--- config.mk ---
export PLATFORM = sky130hd
export DESIGN_NAME = exe_stage_mdu
export DESIGN_NICKNAME = d
export VERILOG_FILES = /design/src/rtl/exe_stage_mdu.sv
export SDC_FILE = /design/constraint.sdc
export NUM_CORES = 2
export LEC_CHECK = 0
export CORE_MARGIN = 3
export CORE_UTILIZATION = 55
export CTS_BUF_LIST = sky130_fd_sc_hd__clkbuf_4
export CTS_CLUSTER_DIAMETER = 50
export DETAILED_ROUTE_END_ITERATION = 7
export GPL_ROUTABILITY_DRIVEN = 0
export PLACE_DENSITY = 0.74
export SETUP_SLACK_MARGIN = 0.2
export SYNTH_ARGS = -nofsm -noshare
export SYNTH_HDL_FRONTEND = slang
export SYNTH_SLANG_ARGS = --single-unit
--- constraint.sdc ---
create_clock -name clk -period 53.4 [get_ports clk]
set_input_delay 13.35 -clock clk [delete_from_list [all_inputs] [get_ports clk]]
set_output_delay 13.35 -clock clk [all_outputs]
set_load 0.005 [all_outputs]
--- src/rtl/exe_stage_mdu.sv ---
// exe_stage_mdu: multi-cycle radix-2 multiply/divide unit for RV M-extension ops (shift-add / restoring).
// Optional macro MDU_EARLY_OUT_EN: shortcut IDLE->DONE for zero mul operand, divide-by-zero and signed overflow.
module exe_stage_mdu #(
    parameter int XLEN  = 64,
    parameter int TAG_W = 5
) (
    input  logic             clk,
    input  logic             rst,
    input  logic             flush,
    input  logic             in_valid,
    output logic             in_ready,
    input  logic [2:0]       md_op,
    input  logic             is_word_opt,
    input  logic [XLEN-1:0]  op1,
    input  logic [XLEN-1:0]  op2,
    input  logic [TAG_W-1:0] rd_tag_i,
    output logic             out_valid,
    input  logic             out_ready,
    output logic [XLEN-1:0]  rd_data,
    output logic [TAG_W-1:0] rd_tag_o
);
    localparam int CW = $clog2(XLEN + 1);

    typedef enum logic [1:0] {IDLE, BUSY, DONE} state_t;
    state_t state;

    function automatic logic [XLEN-1:0] sext32(input logic [XLEN-1:0] x);
        return {{(XLEN - 31){x[31]}}, x[30:0]};
    endfunction

    logic            a_sgn, b_sgn, is_div, sa, sb, div0_in;
    logic [XLEN-1:0] a_val, b_val, a_mag, b_mag;

    always_comb begin
        is_div  = md_op[2];
        a_sgn   = (md_op == 3'd1) || (md_op == 3'd2) || (md_op == 3'd4) || (md_op == 3'd6);
        b_sgn   = (md_op == 3'd1) || (md_op == 3'd4) || (md_op == 3'd6);
        a_val   = op1;
        b_val   = op2;
        if (is_word_opt) begin
            a_val = a_sgn ? sext32(op1) : XLEN'(op1[31:0]);
            b_val = b_sgn ? sext32(op2) : XLEN'(op2[31:0]);
        end
        sa      = a_sgn & a_val[XLEN-1];
        sb      = b_sgn & b_val[XLEN-1];
        a_mag   = sa ? -a_val : a_val;
        b_mag   = sb ? -b_val : b_val;
        div0_in = is_div && (b_val == '0);
    end

`ifdef MDU_EARLY_OUT_EN
    logic            early, ovf_in;
    logic [XLEN-1:0] min_val, early_res;

    always_comb begin
        min_val = {1'b1, {(XLEN - 1){1'b0}}};
        if (is_word_opt) min_val = sext32(XLEN'(32'h8000_0000));
        ovf_in    = is_div && b_sgn && (a_val == min_val) && (b_val == '1);
        early     = div0_in || ovf_in || (!is_div && ((a_val == '0) || (b_val == '0)));
        early_res = '0;
        if (div0_in)
            early_res = md_op[1] ? (is_word_opt ? sext32(op1) : op1) : '1;
        else if (ovf_in)
            early_res = md_op[1] ? '0 : a_val;
    end
`endif

    logic [2:0]        op_r;
    logic              word_r, neg_res, neg_rem, div0_r;
    logic [CW-1:0]     cnt;
    logic [2*XLEN-1:0] acc, mcand, prod_s;
    logic [XLEN-1:0]   mplier, rem, quo, divisor, res, fix_res;
    logic [XLEN:0]     r_shift, diff;

    assign r_shift  = {rem, quo[XLEN-1]};
    assign diff     = r_shift - {1'b0, divisor};
    assign in_ready = (state == IDLE) && !flush && !rst;

    // Magnitude result is corrected here; divide-by-zero quotient overrides the sign rule.
    always_comb begin
        prod_s = neg_res ? -acc : acc;
        case (op_r)
            3'd0:             res = prod_s[XLEN-1:0];
            3'd1, 3'd2, 3'd3: res = prod_s[2*XLEN-1:XLEN];
            3'd4, 3'd5:       res = div0_r ? '1 : (neg_res ? -quo : quo);
            default:          res = neg_rem ? -rem : rem;
        endcase
        fix_res = word_r ? sext32(res) : res;
    end

    always_ff @(posedge clk) begin
        if (rst) begin
            state     <= IDLE;
            out_valid <= 1'b0;
            rd_data   <= '0;
            rd_tag_o  <= '0;
            cnt       <= '0;
        end else if (flush) begin
            state     <= IDLE;
            out_valid <= 1'b0;
        end else begin
            case (state)
                IDLE: if (in_valid) begin
                    op_r     <= md_op;
                    word_r   <= is_word_opt;
                    rd_tag_o <= rd_tag_i;
                    neg_res  <= sa ^ sb;
                    neg_rem  <= sa;
                    div0_r   <= div0_in;
                    cnt      <= is_word_opt ? CW'(32) : CW'(XLEN);
                    acc      <= '0;
                    mcand    <= {{XLEN{1'b0}}, a_mag};
                    mplier   <= b_mag;
                    rem      <= '0;
                    // Word dividends are left-aligned so 32 steps consume exactly their bits.
                    quo      <= is_word_opt ? (a_mag << (XLEN - 32)) : a_mag;
                    divisor  <= b_mag;
`ifdef MDU_EARLY_OUT_EN
                    if (early) begin
                        rd_data <= early_res;
                        state   <= DONE;
                    end else begin
                        state   <= BUSY;
                    end
`else
                    state    <= BUSY;
`endif
                end
                BUSY: if (cnt != '0) begin
                    cnt    <= cnt - CW'(1);
                    if (mplier[0]) acc <= acc + mcand;
                    mcand  <= mcand << 1;
                    mplier <= mplier >> 1;
                    if (!diff[XLEN]) begin
                        rem <= diff[XLEN-1:0];
                        quo <= {quo[XLEN-2:0], 1'b1};
                    end else begin
                        rem <= r_shift[XLEN-1:0];
                        quo <= {quo[XLEN-2:0], 1'b0};
                    end
                end else begin
                    rd_data   <= fix_res;
                    out_valid <= 1'b1;
                    state     <= DONE;
                end
                DONE: if (!out_valid) begin
                    out_valid <= 1'b1;
                end else if (out_ready) begin
                    out_valid <= 1'b0;
                    state     <= IDLE;
                end
                default: state <= IDLE;
            endcase
        end
    end
endmodule

-- Word level (Yosys, flattened, before mapping)
Cells that the tools add are included.
- $add $sub $neg: 8
- equality and inequality tests: 17
- muxes and demuxes: 44
- bitwise operators: 6
- reduce and logical (&&, ||, !) cells: 27
- operators by type and width (operator ; number):
    $mux 64 ; 18
    $mux 128 ; 6
    $pmux 128 s2 ; 2
    $pmux 64 s2 ; 3
    $neg 64->64 ; 4
    $pmux 64 s3 ; 1
    $add 128x128->128 ; 1
    $neg 128->128 ; 1
    $sub 65x64->65 ; 1
    $logic_not 64->1 ; 1
    $mux 7 ; 3
    $pmux 7 s2 ; 1
    $eq 3x3->1 const B ; 4
    $ne 2x2->1 const B ; 6
    $reduce_and 4->1 ; 3
    $eq 3x2->1 const B ; 3
    $mux 2 ; 4
    $reduce_bool 7->1 ; 1
    $sub 7x1->7 const B ; 1
    $eq 3x1->1 const B ; 2
    $pmux 2 s3 ; 1
    $reduce_and 3->1 ; 2
    $reduce_and 6->1 ; 1
    $logic_or 1x1->1 ; 5
    16 further kinds ; 27
- bits in registers: 598
- bits of input ports: 142
- word-level logic and storage cells: 118

-- Logic depth before layout (Yosys ltp)
- word-level depth: 11
- gate-level depth with buffers: 16
- gate-level depth less buffers: 14

-- Worst setup path after synthesis
No wires, ideal clock.
- path type: input to register
- from: input port flush
- to: register acc[0] (enable)
- arrival: 30.628 ns
- required time: 52.902 ns
- setup slack: 22.274 ns
- stages: 5
- path buffers: 1
- cell sequence: nor2_1 > o211ai_1 > clkbuf_1 > nor2_1 > o21a_1
- longest elaborated chain between the ends: 2
- ends and longest elaborated chain (what ; line ; text):
    start, declared ; 9 ; input logic flush,
    $not 1->1 (no source line) ; -- ;
    $reduce_and 6->1 (no source line) ; -- ;
    end signal, assigned ; 131 ; if (mplier[0]) acc <= acc + mcand;
    end, declared ; 71 ; logic [2*XLEN-1:0] acc, mcand, prod_s;
No other way between the ends.
A chain may end at the register's enable or synchronous reset.

-- Final worst setup path
- from: input port flush
- to: output port in_ready
- longest elaborated chain between the ends: 3
- ends and longest elaborated chain (what ; line ; text):
    $logic_not 1->1 ; 77 ; assign in_ready = (state == IDLE) && !flush && !rst;
    $logic_and 1x1->1 (2 in series) ; 77 ;
    end, declared ; 11 ; output logic in_ready,
No other way between the ends.

==> metrics.cfg <==
[run_status]
run_status = complete, but fails checks
failing_checks = design-rule violations

[placement]
placed_area_mm2 = 0.04816
detailedPlacementHpwl_um = 116300
io_buffer_count = 212

[die]
io-pin-count = 213
die-area_mm2 = 0.08605
placementRows = 104
initial_core_util = 0.5592
core-area_mm2 = 0.08120
fp.dieW_um = 293.3
die_y_um = 293.3

[min_path]
min_path_type = reg2reg
hold-path-cell-count = 2
worstHoldEndpoint = rd_tag_o[2]
min-delay-start = rd_tag_o[2]

[sta]
final.min_clock_period_ns = 28.09
finalClockSkew_ns = 0.06740
whs_ns = 0.4763
final-max-slew-violation-count = 0
min_period_over_period = 0.5261
achievable-frequency_ghz = 0.03560
setup-violations-final = 0
hold_viol_final = 0
final.setup.tns_ns = 0
timing.max_slew.rel_slack = 0.03430
max_slew.worst_pin.slew_ns = 1.445
grt_setup_unrepaired = false

[clock_network]
cts-htree-levels = 4
holdBufCountCts = 0
cts_repair_resize_count = 0
cts_buffers = 162
clock-sinks = 598
clock_path_buffers = 3
worst_skew_pair.late_latency_ns = 1.07
cts_tree = yes
clkSlewWorstSetupHoldPaths_ns = 0.06
post-cts-setup-buffers = 0
cts_root_buf = clkbuf_4

[synthesis]
synthCells = 5349
syn-mean-instance-area_um2 = 8.489
syn-cell-area_mm2 = 0.04541
synth_sequential_area_ratio = 0.3780
net_count_of_the_mapped_netlist = 5691
number_of_synthesized_flops_with_an_enable_pin = 519
synth_top_flop_cell = edfxtp_1
asyncSetResetFlopFracSynth = 0
ys_types = 81
yosysWarningCount = 0
ys_ff_latch = 598

[power]
pwr_dens_mw_per_mm2 = 24.76
p_leak_nw = 18.36
worst_ir_drop_vdd_v = 0.00001711

[route]
detailroute.via_count = 43600
routedWlPerCell_um = 23.05
detailroute.wirelength.met2_um = 66750
top_layer = met5
ant_nets = 0
drt_iter0_drc = 5762
drt_pass1_iterations = 8
met3_wirelength_um = 18050
metal1_wirelength_um = 59320
drc_errors = 6
wl_um = 153800
viasPerCell = 6.535

[global_routing]
grt_antenna_before_repair = 5
grt_start_max_net_pins = 168
grtUsageTotal = 0.3432
grt_remaining_overflow = 0
first_global_vias = 39680
grt_first_pass_wirelength_um = 229600

[cells_and_area]
synthToLayoutAreaGrowth_pct = 10.69
post_route_cells_drive_above_1_share = 0.06945
finish.instance_area_mm2 = 0.05026
number_of_nets_at_the_end_of_the_flow = 5819

[setup_path]
worstSetupPathType = in2out
end_kind = output pin
endpoint_arrival_time_on_the_critical_path_ns = 14.74
worst_setup_path_start_kind = input pin
crit_required_ns = 40.05
critical_path.reg2reg.endpoint = acc[124]
ff2ff_setup_slack_ns = 47.48
r2r_start = acc[0]
cp_max_fo = 7
reg2reg_depth = 13

[flow_run]
cap_viol_max_count = 0

Yosys cell counts (all sizes together), types with 97 or more instances:
cell type | count | area [um^2]
clkbuf | 273 | 1025
nand2 | 610 | 2290
xor2 | 223 | 1953
edfxtp | 519 | 15580
o31ai | 126 | 945.9
a21o | 119 | 893.4
a21oi | 485 | 2427
nor3 | 137 | 685.7
ha | 198 | 2477
nor2 | 591 | 2218
o21ai | 420 | 2106
and2 | 97 | 606.8
nand4 | 102 | 638.1
inv | 169 | 634.4
xnor2 | 295 | 2584
area by class of cell:
cell class | count | area (um^2)
inverter | 171 | 641.9
timing repair buffer | 253 | 2447
fill | 7166 | 30930
clock buffer | 233 | 1749
tap | 1060 | 1326
clock inverter | 55 | 329.1
multi-input combinational | 4291 | 26580
antenna | 10 | 25.02
sequential | 598 | 17170
metal layers:
metal | vias to the layer above | track usage
met5 | - | 0.01109
met4 | 4 | 0.1902
met3 | 569 | 0.09274
met2 | 2582 | 0.5218
met1 | 20460 | 0.4441
li1 | 19980 | -
worst max-delay path: stages:
cell             delay [ns]
clkdlybuf4s50_1        0.54
nor4_1                 0.30
clkdlybuf4s50_1        0.55
registers in the layout, summed over array words and instances (netlist names), 3 cells and up:
register / count
op_r: 3
rd_data: 64
rd_tag_o: 5
cnt: 7
acc: 128
mplier: 64
quo: 64
divisor: 64
mcand: 128
rem: 64
through the flow:
step / setup slack (ns) / util / power, mW / instances
2_1_floorplan: 22.27 / - / 0.7345 / 5349
3_3_place_gp: 25.34 / 0.5931 / 0.8161 / 6373
3_5_place_dp: 25.32 / 0.5931 / 0.8200 / 6373
4_1_cts: 25.31 / 0.6187 / 1.242 / 6661
5_1_grt: 25.25 / 0.6189 / 1.296 / 6665
6_report: 25.31 / 0.6190 / 1.244 / 6671
placed cells by master (no fill, tap or decap), types with 29 or more instances in the layout:
cell type          n
ha_1             198
clkbuf_4         233
o21bai_1          70
a21o_1           119
a221oi_1          33
o41ai_1           51
or3_1             48
nor3_1           136
a21oi_1          484
buf_4             40
nor4_1            53
nor2_1           586
a31oi_1           38
nand2b_1          33
and2_1            97
xnor2_1          295
or2_2             29
o21a_1            39
dfxtp_1           79
inv_1            168
clkdlybuf4s50_1  210
or4_1             51
nand4_1          102
xor2_1           223
o31ai_1          126
clkinv_1          36
nand2_1          610
nand3_1           80
o21ai_0          417
a211oi_1          37
edfxtp_1         519
logic make-up (layout without fill, tap and decap cells):
logic type,Yosys count,after routing,share of synthesized area
mux,41,41,0.009534
xor+xnor,518,518,0.09991
flops,598,598,0.3780
other cells,0,10,0
buf+inv,460,712,0.03805
fa+ha+maj,200,200,0.05544
simple gates,1921,1921,0.1970
compound gates,1611,1611,0.2220
report_power, final:
part	internal, mW	switching (mW)
combinational	0.0959	0.165
sequential	0.536	0.0228
clock	0.216	0.209
worst max-delay path by stage:
stage / from / to / cells after the start
detailed placement: flush / in_ready / 3
floorplan: flush / acc[0] / 5
global placement: flush / in_ready / 3
CTS: flush / in_ready / 3
global route: flush / in_ready / 3
finish: flush / in_ready / 3
Note: power is estimated with default switching activity, not from simulation.
